File: config.mk
export PLATFORM = sky130hd
export DESIGN_NAME = odbiornik_uart
export DESIGN_NICKNAME = d
export VERILOG_FILES = /design/src/rtl/odbiornik_uart.sv
export SDC_FILE = /design/constraint.sdc
export NUM_CORES = 1
export LEC_CHECK = 0
export ABC_AREA = 1
export ABC_CLOCK_PERIOD_IN_PS = 2300
export CAP_MARGIN = 40
export CORE_MARGIN = 3
export CORE_UTILIZATION = 45
export CTS_BUF_LIST = sky130_fd_sc_hd__clkbuf_8
export DETAILED_ROUTE_END_ITERATION = 12
export GPL_ROUTABILITY_DRIVEN = 0
export PLACE_DENSITY = 0.72
export SETUP_SLACK_MARGIN = 0.3
export SLEW_MARGIN = 20
export SYNTH_ARGS = -nofsm -noshare
export SYNTH_HDL_FRONTEND = slang
export SYNTH_SLANG_ARGS = --single-unit
File: constraint.sdc
create_clock -name clk_i -period 2.3 [get_ports clk_i]
set_input_delay 0.46 -clock clk_i [delete_from_list [all_inputs] [get_ports clk_i]]
set_output_delay 0.46 -clock clk_i [all_outputs]
set_load 0.005 [all_outputs]
File: src/rtl/odbiornik_uart.sv
// odbiornik_uart: 8N1 UART receiver with mid-bit sampling; ODBIORNIK_FRAME_ERR_EN adds rxFrameErr_o
module odbiornik_uart #(
    parameter int CLKS_PER_BIT = 10416,
    parameter int HALF_BIT     = CLKS_PER_BIT / 2
) (
    input  logic       clk_i,
    input  logic       rst_i,
    input  logic       RXD_i,
    output logic       rxODEBRANE,
`ifdef ODBIORNIK_FRAME_ERR_EN
    output logic       rxFrameErr_o,
`endif
    output logic [7:0] rxData_o
);
    localparam int TW = $clog2(CLKS_PER_BIT);
    localparam logic [TW-1:0] BIT_LAST  = TW'(CLKS_PER_BIT - 1);
    localparam logic [TW-1:0] HALF_LAST = TW'(HALF_BIT - 1);
    localparam logic [2:0] IDLE      = 3'd0;
    localparam logic [2:0] START     = 3'd1;
    localparam logic [2:0] DATA      = 3'd2;
    localparam logic [2:0] STOP      = 3'd3;
    localparam logic [2:0] WAIT_IDLE = 3'd4;

    logic [1:0]    sync_q   = 2'b11;
    logic [2:0]    state_q  = IDLE,  state_d;
    logic [TW-1:0] timer_q  = '0,    timer_d;
    logic [2:0]    idx_q    = '0,    idx_d;
    logic [7:0]    shift_q  = '0,    shift_d;
    logic [7:0]    data_q   = '0,    data_d;
    logic          strobe_q = 1'b0,  strobe_d;
`ifdef ODBIORNIK_FRAME_ERR_EN
    logic          ferr_q   = 1'b0,  ferr_d;
    assign rxFrameErr_o = ferr_q;
`endif
    logic rxd_s;

    assign rxd_s      = sync_q[1];
    assign rxODEBRANE = strobe_q;
    assign rxData_o   = data_q;

    always_comb begin
        state_d  = state_q;
        timer_d  = timer_q;
        idx_d    = idx_q;
        shift_d  = shift_q;
        data_d   = data_q;
        strobe_d = 1'b0;
`ifdef ODBIORNIK_FRAME_ERR_EN
        ferr_d   = 1'b0;
`endif
        case (state_q)
            IDLE: begin
                timer_d = '0;
                state_d = rxd_s ? IDLE : START;
            end
            START: begin
                timer_d = timer_q + TW'(1);
                if (timer_q == HALF_LAST) begin
                    timer_d = '0;
                    idx_d   = '0;
                    state_d = rxd_s ? IDLE : DATA;
                end
            end
            DATA: begin
                timer_d = timer_q + TW'(1);
                if (timer_q == BIT_LAST) begin
                    timer_d = '0;
                    shift_d = {rxd_s, shift_q[7:1]};
                    idx_d   = idx_q + 3'd1;
                    state_d = (idx_q == 3'd7) ? STOP : DATA;
                end
            end
            STOP: begin
                timer_d = timer_q + TW'(1);
                if (timer_q == BIT_LAST) begin
                    timer_d  = '0;
                    state_d  = rxd_s ? IDLE : WAIT_IDLE;
                    strobe_d = rxd_s;
                    data_d   = rxd_s ? shift_q : data_q;
`ifdef ODBIORNIK_FRAME_ERR_EN
                    ferr_d   = !rxd_s;
`endif
                end
            end
            WAIT_IDLE: state_d = rxd_s ? IDLE : WAIT_IDLE;
            default:   state_d = IDLE;
        endcase
    end

    always_ff @(posedge clk_i) begin
        if (rst_i) begin
            sync_q   <= 2'b11;
            state_q  <= IDLE;
            timer_q  <= '0;
            idx_q    <= '0;
            shift_q  <= '0;
            data_q   <= '0;
            strobe_q <= 1'b0;
`ifdef ODBIORNIK_FRAME_ERR_EN
            ferr_q   <= 1'b0;
`endif
        end else begin
            sync_q   <= {sync_q[0], RXD_i};
            state_q  <= state_d;
            timer_q  <= timer_d;
            idx_q    <= idx_d;
            shift_q  <= shift_d;
            data_q   <= data_d;
            strobe_q <= strobe_d;
`ifdef ODBIORNIK_FRAME_ERR_EN
            ferr_q   <= ferr_d;
`endif
        end
    end
endmodule

==> metrics <==
launching element type of the critical path=flop; count of hold buffers inserted by post-cts repair=0; starting density of the core=0.4831; Final HPWL DP=2779 µm; fraction of layout instances using a drive strength above 1=0.1026; Netlist Area Pre-Place=2002 µm²; achievable frequency=570.4 MHz; vias in the first global route=1600; Peak supply drop=0.0003933 V; routed wire length per instance=11.01 µm; total net switching power=348.6 µW; root buffer cell=sky130_fd_sc_hd__clkbuf_8; number of buffers created by CTS=5; overall die height=72.70 µm; Fin Setup TNS=0 ns; Switching Fraction=0.2300; largest net degree at the start of global routing=28; fraction of the yosys area taken by sequential cells=0.3900; worst setup slack after layout=0.5467 ns; count of maximum capacitance violations=0; required arrival time at the worst endpoint=2.53 ns; core footprint=4144 µm²; antenna-violating nets left=0; yosys synthesis warning count=0; number of I/O pins=12; Worst Setup End Kind=flop; internal power of the cells=1167 µW; Synth Flop Type=sky130_fd_sc_hd__dfxtp_1; last element of the critical path=idx_q[1]; Max clock buf depth=2; syn nets=304; Gate Count Post-Synth=298; cell types with the largest area share after synthesis=sky130_fd_sc_hd__dfxtp_1 39%, sky130_fd_sc_hd__nand2_1 13%, sky130_fd_sc_hd__inv_1 9.0%, sky130_fd_sc_hd__nor2_1 8.1%, sky130_fd_sc_hd__a21oi_1 5.3%; final cell utilization of the core=0.5486; largest area contributor in the netlist=sky130_fd_sc_hd__dfxtp_1; class of the tightest hold or removal check=flop to flop; die extent in x=72.70 µm; Cell Rows=23; area grow syn2layout=13.56%; number of port buffers=11; number of sinks handled by clock tree synthesis=39; area after detailed placement=2141 µm²; worst max-slew margin expressed relative to the limit=0.5484; global-route wire length before repair=7072 µm; Seq cells post-synth=39; ranking of synthesized cells by instance count=70 x sky130_fd_sc_hd__nand2_1, 48 x sky130_fd_sc_hd__inv_1, 43 x sky130_fd_sc_hd__nor2_1; Synth top area share=0.3900; highest fanout seen on the critical path=17; dominant cell by count in the synthesized netlist=sky130_fd_sc_hd__nand2_1; diode count=0; combinational share of power=0.089; final hold violation count=0; path type of the worst setup path=flop to flop; initial DRC count=154; number of H-tree branching levels=2; clock latency at the later pin of the worst-skew pair=0.29 ns; overall die area=5285 µm²; count of flip-flops with a built-in enable after synthesis=0; pwr/cell area=666.7 nW/µm²; number of unique standard cell types used by synthesis=32; number of antenna violations at the first check in global routing=0; CTS tree=yes; startpoint of the worst setup timing path=timer_q[0]; proportion of power drawn by flip-flops and latches=0.468; Total Nets Final=317; fraction of registers with async set/reset=0; end of the worst register-to-register path=idx_q[1]; final standard cell area without fillers=2273 µm²; final worst-path cycle share=0.7623; worst clock skew=0.003707 ns; mean number of vias per cell=4.909; DRT Pass-1 Iters=5; via count=1777; slack of the worst reg-to-reg path=0.55 ns; number of slew-limit violations in the final report=0; startpoint of the lowest-slack register-to-register path=timer_q[0]; GR Util All Layers=0.1682; actual transition at the worst max-transition pin=0.6764 ns; RSZ-0062 raised after global routing=no; R2R cell count=9; number of setup buffers added after CTS=0; leakage dissipation=0.001014 µW; critical path arrival=1.99 ns; sum of overflow across all layers after global routing=0; average instance area after synthesis=6.718 µm²; number of design rule violations left after detail routing=0; count of final setup violators=0; Power, Total=1516 µW; clock period minus final worst setup slack=1.753 ns; post-placement worst setup slack=0.5442 ns; quantity of gates resized following cts=0; run status=complete, no violations; aggregate routed wire length=3984 µm; part of the power in the clock network=0.443; clock-pin slew of the registers on the worst-case setup and hold paths=0.08 ns
[per-stage QoR]
stage	hold slack, ns	std cells
detailed placement	0.4022	354
finish	0.4166	362
global route	0.4327	362
global placement	0.3911	354
floorplan	0.3895	298
CTS	0.4232	362
[power groups by stage]
stage	logic [µW]	clock network (µW)	registers, µW
2_1_floorplan	107	0	722
3_3_place_gp	133	0	725
3_5_place_dp	135	0	726
4_1_cts	135	690	710
5_1_grt	156	721	712
6_report	135	671	710
[registers in the layout, summed over array words and instances (netlist names)]
signal and cells:
rxData_o 8, shift_q 8, idx_q 3, timer_q 14, state_q 3, sync_q 2
rxODEBRANE 1
[final cells by class]
class                           instances  area [µm²]
Clock buffer                            5       68.82
Fill cell                             429        1871
Multi-Input combinational cell        200       975.9
Inverter                               52       196.4
Clock inverter                          3       63.81
Sequential cell                        39       780.7
Tap cell                               50       62.56
Timing Repair Buffer                   13       125.1
[per-layer routing]
layer / vias up / track usage / part of all wire
met4: 0 / 0.06967 / 0.016
met2: 39 / 0.2705 / 0.43
met3: 6 / 0.03306 / 0.047
met5: - / 0 / 0
li1: 956 / - / -
met1: 776 / 0.2197 / 0.50
[worst min path at each step]
stage | cells past startpoint | to | startpoint
2_1_floorplan | 1 | sync_q[1] | sync_q[0]
3_3_place_gp | 1 | sync_q[1] | sync_q[0]
3_5_place_dp | 1 | sync_q[1] | sync_q[0]
4_1_cts | 1 | sync_q[1] | sync_q[0]
5_1_grt | 1 | sync_q[1] | sync_q[0]
6_report | 1 | sync_q[1] | sync_q[0]
[placed cells by master, fill, tap and decap left out, drive strengths merged]
master         synthesis  routed
nor2                  46      46
dfxtp                 39      39
a211oi                 1       1
bufinv                 0       2
buf                    3       2
nand4                  7       7
clkbuf                 4       5
or2                    3       3
ha                     3       3
xnor2                  1       1
o21ai                 15      15
o211ai                 2       2
a32oi                  1       1
inv                   50      51
a21oi                 21      21
nor3                   4       4
clkinv                 2       2
clkdlybuf4s50          0      11
nand3                 16      16
o31ai                  2       2
nand2                 77      77
o21bai                 1       1
[logic make-up (layout without fill, tap and decap cells)]
group	count (synthesis)	after routing	share of synthesized area
xor+xnor	1	1	0.004376
fa+ha+maj	3	3	0.01875
simple gates	153	153	0.3450
flops	39	39	0.3900
buf+inv	59	73	0.1225
compound gates	43	43	0.1194
[critical path, cell delays in order (launching register included)]
cell and delay [ns]:
sky130_fd_sc_hd__dfxtp_1 0.38, sky130_fd_sc_hd__ha_1 0.24, sky130_fd_sc_hd__nand3_2 0.15, sky130_fd_sc_hd__nor2_1 0.19
sky130_fd_sc_hd__nand3_2 0.29, sky130_fd_sc_hd__nand2_2 0.18, sky130_fd_sc_hd__nand2_2 0.08, sky130_fd_sc_hd__nand2_1 0.06
sky130_fd_sc_hd__nand2_1 0.04, sky130_fd_sc_hd__nor2_1 0.08
Power figures use the tool's default switching activity.
